`config.mk`:
```
export PLATFORM = sky130hd
export DESIGN_NAME = fetch_ctrl
export DESIGN_NICKNAME = d
export VERILOG_FILES = /design/src/rtl/fetch_ctrl.sv
export SDC_FILE = /design/constraint.sdc
export NUM_CORES = 1
export LEC_CHECK = 0
export ABC_AREA = 1
export CORE_MARGIN = 3
export CORE_UTILIZATION = 35
export DETAILED_ROUTE_END_ITERATION = 8
export PLACE_DENSITY = 0.68
export SLEW_MARGIN = 0
export SYNTH_ARGS = -nofsm -noshare
export SYNTH_HDL_FRONTEND = slang
export SYNTH_SLANG_ARGS = --single-unit
```
`constraint.sdc`:
```
create_clock -name clk -period 6.19 [get_ports clk]
set_clock_uncertainty 0.1 [all_clocks]
set_input_delay 1.857 -clock clk [delete_from_list [all_inputs] [get_ports clk]]
set_output_delay 1.857 -clock clk [all_outputs]
set_load 0.03 [all_outputs]
```
`src/rtl/fetch_ctrl.sv`:
```
// Instruction fetch controller: walks the PC through memory one request at a time,
// holds each fetched instruction for the consumer, handles redirects and fetch timeouts.
module fetch_ctrl #(
  parameter logic [31:0] RESET_VEC = 32'h8000_0000,
  parameter int unsigned TIMEOUT   = 16
) (
  input  logic        clk,
  input  logic        reset,
  input  logic        stall,
  input  logic        redirect_valid,
  input  logic [31:0] redirect_addr,
  output logic        imem_req,
  output logic [31:0] imem_addr,
  input  logic        imem_ack,
  input  logic [31:0] imem_rdata,
  output logic        instr_valid,
  output logic [31:0] instr,
  output logic [31:0] instr_pc,
  output logic        fault
);

  // Handshake: a request is outstanding on every cycle imem_req=1 and completes on the
  // cycle imem_ack=1; an instruction is consumed on a cycle with instr_valid=1 and stall=0.

  typedef enum logic [1:0] {
    ST_BOOT  = 2'd0,
    ST_FETCH = 2'd1,
    ST_HOLD  = 2'd2,
    ST_FAULT = 2'd3
  } state_t;

  localparam logic [31:0] TMO = 32'(TIMEOUT);

  state_t      state_q, state_d;
  logic [31:0] pc_q, pc_d;
  logic [31:0] instr_q, instr_d;
  logic [31:0] instr_pc_q, instr_pc_d;
  logic [31:0] wait_cnt_q, wait_cnt_d;
  logic [31:0] pend_addr_q, pend_addr_d;
  logic        pend_valid_q, pend_valid_d;

  logic [31:0] redirect_tgt;
  logic        timeout_hit;

  assign redirect_tgt = {redirect_addr[31:2], 2'b00};
  // The current FETCH cycle is the TIMEOUT-th one without an ack.
  assign timeout_hit  = (TMO != 32'd0) && ((wait_cnt_q + 32'd1) >= TMO);

  always_ff @(posedge clk or posedge reset) begin
    if (reset) begin
      state_q      <= ST_BOOT;
      pc_q         <= RESET_VEC;
      instr_q      <= 32'd0;
      instr_pc_q   <= 32'd0;
      wait_cnt_q   <= 32'd0;
      pend_addr_q  <= 32'd0;
      pend_valid_q <= 1'b0;
    end else begin
      state_q      <= state_d;
      pc_q         <= pc_d;
      instr_q      <= instr_d;
      instr_pc_q   <= instr_pc_d;
      wait_cnt_q   <= wait_cnt_d;
      pend_addr_q  <= pend_addr_d;
      pend_valid_q <= pend_valid_d;
    end
  end

  always_comb begin
    state_d      = state_q;
    pc_d         = pc_q;
    instr_d      = instr_q;
    instr_pc_d   = instr_pc_q;
    wait_cnt_d   = wait_cnt_q;
    pend_addr_d  = pend_addr_q;
    pend_valid_d = pend_valid_q;

    case (state_q)
      ST_BOOT: begin
        state_d = ST_FETCH;
      end

      ST_FETCH: begin
        if (imem_ack) begin
          wait_cnt_d = 32'd0;
          if (redirect_valid) begin
            // Data belongs to the abandoned path; restart at the new target.
            pc_d         = redirect_tgt;
            pend_valid_d = 1'b0;
          end else if (pend_valid_q) begin
            pc_d         = pend_addr_q;
            pend_valid_d = 1'b0;
          end else begin
            instr_d    = imem_rdata;
            instr_pc_d = pc_q;
            pc_d       = pc_q + 32'd4;
            state_d    = ST_HOLD;
          end
        end else if (timeout_hit) begin
          state_d      = ST_FAULT;
          wait_cnt_d   = 32'd0;
          pend_valid_d = 1'b0;
        end else begin
          wait_cnt_d = wait_cnt_q + 32'd1;
          if (redirect_valid) begin
            pend_valid_d = 1'b1;
            pend_addr_d  = redirect_tgt;
          end
        end
      end

      ST_HOLD: begin
        if (redirect_valid) begin
          pc_d    = redirect_tgt;
          state_d = ST_FETCH;
        end else if (!stall) begin
          state_d = ST_FETCH;
        end
      end

      ST_FAULT: begin
        if (redirect_valid) begin
          pc_d    = redirect_tgt;
          state_d = ST_FETCH;
        end
      end

      default: begin
        state_d = ST_BOOT;
      end
    endcase
  end

  assign imem_req    = (state_q == ST_FETCH);
  assign imem_addr   = pc_q;
  assign instr_valid = (state_q == ST_HOLD);
  assign instr       = instr_q;
  assign instr_pc    = instr_pc_q;
  assign fault       = (state_q == ST_FAULT);

endmodule

```
==> results of run 1 <==
[state kept, by name (all words and copies together) (netlist names)]
name / count
imem_addr: 30
instr: 32
instr_pc: 30
pend_addr_q: 30
pend_valid_q: 1
state_q: 2
wait_cnt_q: 32
[path summary, 6_finish.rpt]
kind	start	endpoint	slack, ns
setup / recovery	redirect_valid	imem_addr[23]	1.95
hold reg to reg	instr[25]	instr[25]	0.38
hold / removal	instr[25]	instr[25]	0.38
min in group asynchronous	reset	pend_addr_q[5]	1.76
max in group asynchronous	reset	instr[29]	3.09
setup reg to reg	wait_cnt_q[1]	pend_addr_q[17]	2.13
[worst reg2reg max path: stages (launching register included)]
cell     delay (ns)
dfrtp_1        0.42
ha_1           0.27
inv_1          0.11
nor2_4         0.25
nand2_1        0.17
inv_2          0.10
nand2_1        0.06
nand2_1        0.06
nand2_1        0.05
nor2_1         0.17
nand2_1        0.12
nor2_4         0.69
nand4_2        1.01
nand2_1        0.30
nand2_1        0.08
[where the power goes]
part | internal, µW | leakage [µW] | total [µW] | switching, µW
logic | 920 | 0.00260 | 2450 | 1530
clock network | 653 | 0.000293 | 1080 | 427
registers | 1430 | 0.00196 | 1770 | 344
[cell usage after synthesis (all sizes together) (9+ instances only)]
| cell type | number |
|---|---|
| a21oi | 39 |
| nand3 | 51 |
| dfrtp | 156 |
| buf | 13 |
| o211ai | 9 |
| nand2 | 377 |
| o21ai | 61 |
| a22oi | 17 |
| inv | 89 |
| nand4 | 43 |
| clkbuf | 35 |
| xor2 | 15 |
| nor2 | 159 |
| nor3 | 12 |
[per-layer routing]
layer | track usage | vias up | part of all wire
met5 | 0 | - | 0
met4 | 0.0504 | 0 | 0.014
met3 | 0.0337 | 26 | 0.063
met2 | 0.297 | 258 | 0.46
met1 | 0.262 | 3621 | 0.46
li1 | - | 3807 | -
[final cells by class]
class                      instances  area share
timing repair buffer             170       0.159
multi-input combinational        803       0.344
tap                              313      0.0369
clock inverter                    10      0.0131
sequential                       157       0.370
inverter                          93      0.0332
clock buffer                      20      0.0430
[metrics by stage]
stage,setup WS [ns],std cells,hold WS (ns),power [µW],util
after global placement,1.61,1536,0.361,4190,0.440
after CTS,2.03,1566,0.378,5340,0.466
final,1.95,1566,0.377,5310,0.466
after floorplan,2.25,1101,0.344,3240,-
after detailed placement,1.60,1536,0.361,4230,0.440
after global routing,1.77,1566,0.395,5640,0.466
[layout by cell type (no fill, tap or decap), drive strengths merged, types with 20 or more instances in the layout]
cell type and instances:
o21ai 61, a21oi 39, nand3 51, nor2 159, clkbuf 20, clkdlybuf4s50 161, inv 90, nand4 43
nand2 377, dfrtp 156
[logic make-up after synthesis]
| family | after synthesis |
|---|---|
| AO/OA/AOI/OAI | 136 |
| XOR/XNOR | 15 |
| adder cells (fa/ha/maj) | 2 |
| buffers and inverters | 141 |
| flip-flops | 157 |
| other | 1 |
| AND/OR/NAND/NOR | 646 |
==> reports/summary.txt, run 1 <==
Share of the synthesized area in the top cell type: 0.479
Worst Tran Pin Value: 1.09 ns
Postcts setup bufs: 0
CTS tree: done
Die area: 25200 µm²
Std cell rows: 55
Yosys synthesis warning count: 0
Ys flop type: dfrtp_1
Fmax: 236 MHz
Final Slew Violations: 0
Final WL: 23.6 mm
Final Hold Viols: 0
Register area: 3930 µm²
Nets: 1313
Clk root buf: clkbuf_16
Minimum clock period: 4.24 ns
P per Cell Area: 500 nW/µm²
CP max-delay cell: clkinv_1
Ant. Diodes: 0
Top delay family on crit path: buffers and inverters
Synth area leaders: dfrtp_1 (48%), nand2_1 (17%), nor2_1 (6.7%), inv_1 (4.0%), o21ai_0 (3.6%)
Share of cells above drive strength 1: 0.0503
Synth unique cells: 36
Fill cell total of the finished layout: 2279
All-layer global routing usage: 0.186
Post-CTS Resized: 0
Final period util: 0.685
Synth Area per Inst: 7.43 µm²
Count of state elements after synthesis: 157
Clock Latency Late Sink: 0.42 ns
Crit path depth: 8
Vias in the first global route: 7167
Final instance area: 10600 µm²
Simple-gate share of the synthesized area: 0.332
Post-synth EDFFs: 0
P&R area growth vs syn: 30.1%
Clock tree buffer depth: 2
Port Buffer Count: 161
Worst-path fanout max: 36
Vias: 7712
Largest family of logic cells by synthesized area: simple AND/OR/NAND/NOR gates
XOR/XNOR Fraction of Synth Area: 0.0161
H-Tree Depth: 4
Placed Area: 10000 µm²
Mapped Cells: 1098
Setup violations, final: 0
Sequential-to-total area share from yosys stat: 0.482
RePlAce Congestion: 0.906
Footprint of the multi-input gates: 3650 µm²
CTS buffer count: 17
Post-synthesis mux area share: 0
Critical Path Start Type: input pin
Compound-cell area share of the yosys netlist: 0.0940
Fin Setup TNS: 0 ns
RSZ-0062 raised after global routing: false
WP data required: 6.42 ns
Hold Buf Count CTS: 0
Synth Cell Area: 8160 µm²
First-pass GRT wire length: 37.4 mm
Largest net degree at the start of global routing: 131
DP HPWL: 16.1 mm
Crit Path Category: in2reg
Final ANT Viol Nets: 0
R2R depth: 14
Die Wd: 159 µm
Initial antenna violation count: 0
Leak Pwr: 0.00486 µW
Nature of the critical path endpoint: flop
Synth Area in Adders: 0.00307
DRC: 0
IO Pins: 168
Status: finished, final reports clean
Max VDD drop: 0.000182 V
First DRT Iteration DRCs: 546
Slowest stage delay, CP: 0.90 ns
Worst path cell trace: clkdlybuf4s50_1 -> nor2_1 -> buf_4 -> clkinv_1 -> buf_4 -> nor2_1 -> nand2_1 -> a22oi_1
DR pass1 iterations: 5
CTS clk-pin slew, worst paths: 0.06 ns
Crit path buf inv count: 4
Die Ht: 159 µm
Hold path cells: 2
Slew headroom: 0.270
Crit path arrival time: 4.47 ns
Core box area: 22800 µm²
Clock sink total: 157
Initial core utilization: 0.358
Max cap viols: 0
Hold Crit Class: reg2reg
GRT overflow: 0
Routed WL per cell: 15.1 µm
Area leader, netlist: dfrtp_1
Ys async rst share: 1.00
Vias per cell: 4.92
(Power assumes the default switching activity.)
==> run 2, diff against run 1 <==
==> constraint.sdc (replaced) <==
create_clock -name clk -period 3.7 [get_ports clk]
set_clock_uncertainty 0.1 [all_clocks]
set_input_delay 1.11 -clock clk [delete_from_list [all_inputs] [get_ports clk]]
set_output_delay 1.11 -clock clk [all_outputs]
set_load 0.03 [all_outputs]
==> run 2 against run 1 <==
Routed wire length shrank 0.18%. Via count grew 0.51%. Clock power grew 60%. Setup slack lost 1.3 ns. Critical path depth shrank 5. Non-clock buffer count grew 6. Design area grew 0.37%. Critical endpoint is now instr_valid. Largest cell class unchanged.
==> reports/summary.txt, run 2 (synthesis results as in run 1) <==
Status: finished, final reports clean
Clock sink total: 157 (unchanged)
DR pass1 iterations: 5 (unchanged)
CP max-delay cell: clkdlybuf4s50_1
Comb power frac: 0.467 (+0.005)
Final WL: 23.5 mm (-0.18%)
Nets: 1319 (+0.46%)
Clock tree buffer depth: 2 (unchanged)
Die area: 25200 µm² (unchanged)
DP HPWL: 16.5 mm (+2.3%)
All-layer global routing usage: 0.187 (+0.000262)
Port Buffer Count: 161 (unchanged)
CTS clk-pin slew, worst paths: 0.07 ns (about the same)
Minimum clock period: 3.02 ns
Core box area: 22800 µm² (unchanged)
Clk network pwr share: 0.196 (-0.007)
Ant. Diodes: 0 (unchanged)
Top delay family on crit path: buffers and inverters
Crit path arrival time: 1.81 ns (-2.66 ns)
Slew headroom: 0.413 (+0.143)
H-Tree Depth: 4 (unchanged)
Commonest non-fill, non-tap cell in the layout: nand2_1
Slowest stage delay, CP: 0.71 ns (-0.19 ns)
Worst path cell trace: inv_1 -> nor2_1 -> clkdlybuf4s50_1
Flop pwr share: 0.337 (+0.003)
Crit Path Category: reg2out
Fin Setup TNS: 0 ns (unchanged)
DRC: 0 (unchanged)
Die Wd: 159 µm (unchanged)
Vias: 7751 (+0.51%)
CTS tree: done
Psw: 3900 µW (+69%)
Std cell rows: 55 (unchanged)
Crit path buf inv count: 2 (-2)
Postcts setup bufs: 0 (unchanged)
Share of cells above drive strength 1: 0.0563 (+0.00603)
Final Instance Count excl. Fillers: 1574 (+0.51%)
Worst Tran Pin Value: 0.880 ns (-0.209 ns)
Commonest non-fill, non-tap cells in the layout: nand2_1 (372), clkdlybuf4s50_1 (161), dfrtp_1 (156)
P&R area growth vs syn: 30.6%
Post-CTS Resized: 0 (unchanged)
Largest net degree at the start of global routing: 92 (-30%)
Leak Pwr: 0.00488 µW (+0.39%)
Max cap viols: 0 (unchanged)
Clk root buf: clkbuf_16
Final Hold Viols: 0 (unchanged)
Final Slew Violations: 0 (unchanged)
Routed WL per cell: 15.0 µm (-0.69%)
Fmax: 331 MHz
Sw frac: 0.443 (+0.00880)
Vias in the first global route: 7263 (+1.3%)
Hold Crit Class: reg2reg
Initial core utilization: 0.358 (unchanged)
PnR worst setup slack: 0.677 ns (-1.28 ns)
Vias per cell: 4.92 (about the same)
WP data required: 2.49 ns (-3.93 ns)
GRT overflow: 0 (unchanged)
Die Ht: 159 µm (unchanged)
Pre-CTS setup slack: 0.591 ns (-1.01 ns)
First DRT Iteration DRCs: 605 (+11%)
Max VDD drop: 0.000367 V (+100%)
P per Cell Area: 826 nW/µm² (+65%)
Worst-path fanout max: 6 (-83%)
Initial antenna violation count: 0 (unchanged)
IO Pins: 168 (unchanged)
Internal power: 4900 µW (+63%)
Reg-to-reg slack, setup: 0.87 ns (-1.26 ns)
Nature of the critical path endpoint: output pin
Placed Area: 10100 µm² (+0.58%)
Hold Buf Count CTS: 0 (unchanged)
First-pass GRT wire length: 37.7 mm (+0.85%)
Final instance area: 10700 µm² (+0.37%)
Critical Path Start Type: flop
RSZ-0062 raised after global routing: false
CTS buffer count: 17 (unchanged)
RePlAce Congestion: 0.891 (-1.7%)
Clock Latency Late Sink: 0.43 ns (about the same)
Final ANT Viol Nets: 0 (unchanged)
Dpl cells: 1542 (+0.39%)
Setup violations, final: 0 (unchanged)
Final period util: 0.817
==> run 2: cell count changes in the layout (fill, tap and decap cells not counted), moves of 2 or more <==
cell       before  now
clkinv_2        3    1
inv_8           0    2
clkinv_4        1    4
buf_4           8   13
bufinv_16       3    1
==> run 2: through the flow <==
| stage | total power [µW] | hold WS [ns] | util |
|---|---|---|---|
| 2_1_floorplan | 5430 | 0.344 | - |
| 3_3_place_gp | 7010 | 0.361 | 0.442 |
| 3_5_place_dp | 7090 | 0.364 | 0.442 |
| 4_1_cts | 8850 | 0.382 | 0.468 |
| 5_1_grt | 9380 | 0.397 | 0.468 |
| 6_report | 8800 | 0.376 | 0.468 |
==> run 2: power by group through the flow <==
stage / registers (µW) / clock network [µW] / logic (µW)
final: 2970 / 1730 / 4110
after detailed placement: 2980 / 0 / 4120
after floorplan: 3790 / 0 / 1640
after global routing: 3050 / 1840 / 4490
after global placement: 2960 / 0 / 4050
after CTS: 2960 / 1760 / 4130
==> run 2: tightest hold or removal path, delay by kind of cell (launching register included) <==
| family | cells | cell delay (ns) |
|---|---|---|
| flip-flops | 1 | 0.34 |
| AND/OR/NAND/NOR | 2 | 0.11 |
==> run 2: metal layers <==
metal,up-vias,global-route usage,part of all wire
met4,0,0.0602,0.018
met5,-,0,0
met1,3630,0.263,0.46
met3,33,0.0345,0.064
li1,3825,-,-
met2,263,0.292,0.45
==> run 2: final cells by class <==
| cell class | instances | area [µm²] |
|---|---|---|
| clock buffer | 19 | 443 |
| clock inverter | 13 | 134 |
| fill | 2279 | 12100 |
| inverter | 93 | 353 |
| multi-input combinational | 803 | 3650 |
| sequential | 157 | 3930 |
| tap | 313 | 392 |
| timing repair buffer | 176 | 1750 |
==> run 2: path summary, 6_finish.rpt <==
| path | from | end | cells past startpoint |
|---|---|---|---|
| max in group asynchronous | reset | imem_addr[31] | 3 |
| max reg2reg | wait_cnt_q[1] | pend_addr_q[26] | 15 |
| min | instr[28] | instr[28] | 2 |
| min reg2reg | instr[28] | instr[28] | 2 |
| max | state_q[1] | instr_valid | 3 |
| min in group asynchronous | reset | pend_addr_q[7] | 3 |
==> run 3, diff against run 2 <==
--- a/config.mk
+++ b/config.mk
@@ -9,7 +9,7 @@
 export CORE_MARGIN = 3
 export CORE_UTILIZATION = 35
 export DETAILED_ROUTE_END_ITERATION = 8
-export PLACE_DENSITY = 0.68
+export PLACE_DENSITY = 0.66
 export SLEW_MARGIN = 0
 export SYNTH_ARGS = -nofsm -noshare
 export SYNTH_HDL_FRONTEND = slang
==> constraint.sdc (replaced) <==
create_clock -name clk -period 3 [get_ports clk]
set_clock_uncertainty 0.1 [all_clocks]
set_input_delay 0.9 -clock clk [delete_from_list [all_inputs] [get_ports clk]]
set_output_delay 0.9 -clock clk [all_outputs]
set_load 0.03 [all_outputs]
==> run 3 against run 2 <==
Power grew 23%. First-iteration DRC count grew 0.99%. Sequential power grew 22%. Count of clock-buffer cells in the layout shrank 1. Hold slack gained 0.0047 ns. Die area is the same. Register-to-register slack lost 0.48 ns. Clock power grew 17%. Largest cell class unchanged. Largest power group unchanged.
==> reports/summary.txt, run 3 (synthesis results as in run 1) <==
Status: finished, final reports clean
Port Buffer Count: 161 (unchanged)
Final hold slack: 0.381 ns (+0.00467 ns)
DP HPWL: 16.7 mm (+1.3%)
Vias: 7775 (+0.31%)
CP max-delay cell: clkdlybuf4s50_1
Slowest stage delay, CP: 0.71 ns (about the same)
Postcts setup bufs: 0 (unchanged)
Crit path arrival time: 1.76 ns (-0.05 ns)
Register area: 3930 µm² (unchanged)
WP data required: 2.00 ns (-0.49 ns)
Commonest non-fill, non-tap cell in the layout: nand2_1
CP startpoint: state_q[1]
Top delay family on crit path: buffers and inverters
Footprint of the multi-input gates: 3650 µm² (unchanged)
Critical Path Start Type: flop
CTS tree: done
DRC: 0 (unchanged)
Setup violations, final: 0 (unchanged)
Final ANT Viol Nets: 0 (unchanged)
Routed WL per cell: 15.0 µm (+0.12%)
Clk root buf: clkbuf_16
Crit path buf inv count: 2 (unchanged)
GRT overflow: 0 (unchanged)
Initial antenna violation count: 0 (unchanged)
RePlAce Congestion: 0.885 (-0.66%)
Clock Latency Late Sink: 0.43 ns (about the same)
Worst Tran Pin Value: 0.562 ns (-0.318 ns)
Leak Pwr: 0.00494 µW (+1.4%)
P per Cell Area: 1000 nW/µm² (+22%)
Vias per cell: 4.91 (-0.20%)
Final period util: 0.921
Worst path cell trace: inv_1 -> nor2_1 -> clkdlybuf4s50_1
Vias in the first global route: 7445 (+2.5%)
P&R area growth vs syn: 32.2%
Hold path start: instr[29]
Fmax: 362 MHz
CTS clk-pin slew, worst paths: 0.07 ns (about the same)
Fin Setup TNS: 0 ns (unchanged)
Hold Buf Count CTS: 0 (unchanged)
RSZ-0062 raised after global routing: false
Nets: 1327 (+0.61%)
IO Pins: 168 (unchanged)
Final Slew Violations: 0 (unchanged)
DR pass1 iterations: 8 (+3)
H-Tree Depth: 4 (unchanged)
Max VDD drop: 0.000412 V (+12%)
Final WL: 23.7 mm (+0.62%)
Nature of the critical path endpoint: output pin
Clock tree buffer depth: 2 (unchanged)
First-pass GRT wire length: 38.2 mm (+1.4%)
Std cell rows: 55 (unchanged)
Hold Crit Class: reg2reg
Clock sink total: 157 (unchanged)
Die Ht: 159 µm (unchanged)
Worst-path fanout max: 6 (unchanged)
Commonest non-fill, non-tap cells in the layout: nand2_1 (372), clkdlybuf4s50_1 (160), dfrtp_1 (156)
Crit Path Category: reg2out
Minimum clock period: 2.76 ns
CTS buffer count: 17 (unchanged)
Final Hold Viols: 0 (unchanged)
Die area: 25200 µm² (unchanged)
Share of cells above drive strength 1: 0.0630 (+0.00674)
Largest net degree at the start of global routing: 92 (unchanged)
Ant. Diodes: 0 (unchanged)
Initial core utilization: 0.358 (unchanged)
RR Startpoint: wait_cnt_q[1]
Final Instance Count excl. Fillers: 1582 (+0.51%)
Core box area: 22800 µm² (unchanged)
All-layer global routing usage: 0.190 (+0.00373)
Fill cell total of the finished layout: 2255 (-1.1%)
Dpl cells: 1550 (+0.52%)
Die Wd: 159 µm (unchanged)
Post-CTS Resized: 0 (unchanged)
Max cap viols: 0 (unchanged)
First DRT Iteration DRCs: 611 (+0.99%)
Slew headroom: 0.625 (+0.211)
==> run 3: worst paths after layout <==
check,end,slack [ns],depth (start not counted)
max,instr_valid,0.24,3
min,instr[29],0.38,2
max reg2reg,pend_addr_q[18],0.39,13
min reg2reg,instr[29],0.38,2
max in group asynchronous,imem_addr[31],1.44,3
min in group asynchronous,wait_cnt_q[11],0.79,2
==> run 3: through the flow <==
step	setup WS, ns	area (µm²)	power [µW]	util
global placement	0.257	10200	8750	0.450
global route	0.110	10800	11600	0.474
detailed placement	0.206	10200	8840	0.450
finish	0.238	10800	10800	0.474
CTS	0.211	10800	10900	0.474
floorplan	0.0139	8170	6690	-
==> run 3: routing by layer <==
metal,wire (µm),GRT usage,vias up
met4,388,0.0549,0
met3,1570,0.0391,31
met5,0,0,-
met1,10900,0.261,3638
li1,-,-,3829
met2,10900,0.306,277
==> run 3: worst min-delay path, stage by stage (launching register included) <==
cell and delay (ns):
dfrtp_1 0.34, nand2_1 0.05, nand2_1 0.06
==> run 3: power breakdown <==
part,total [µW],switching [µW],internal [µW]
registers,3610,660,2950
clock network,2020,943,1080
logic,5200,3230,1970
==> run 3: final cells by class <==
type,instances,area share
tap,313,0.0363
inverter,93,0.0327
clock buffer,18,0.0398
clock inverter,14,0.0104
timing repair buffer,184,0.178
sequential,157,0.364
multi-input combinational,803,0.338
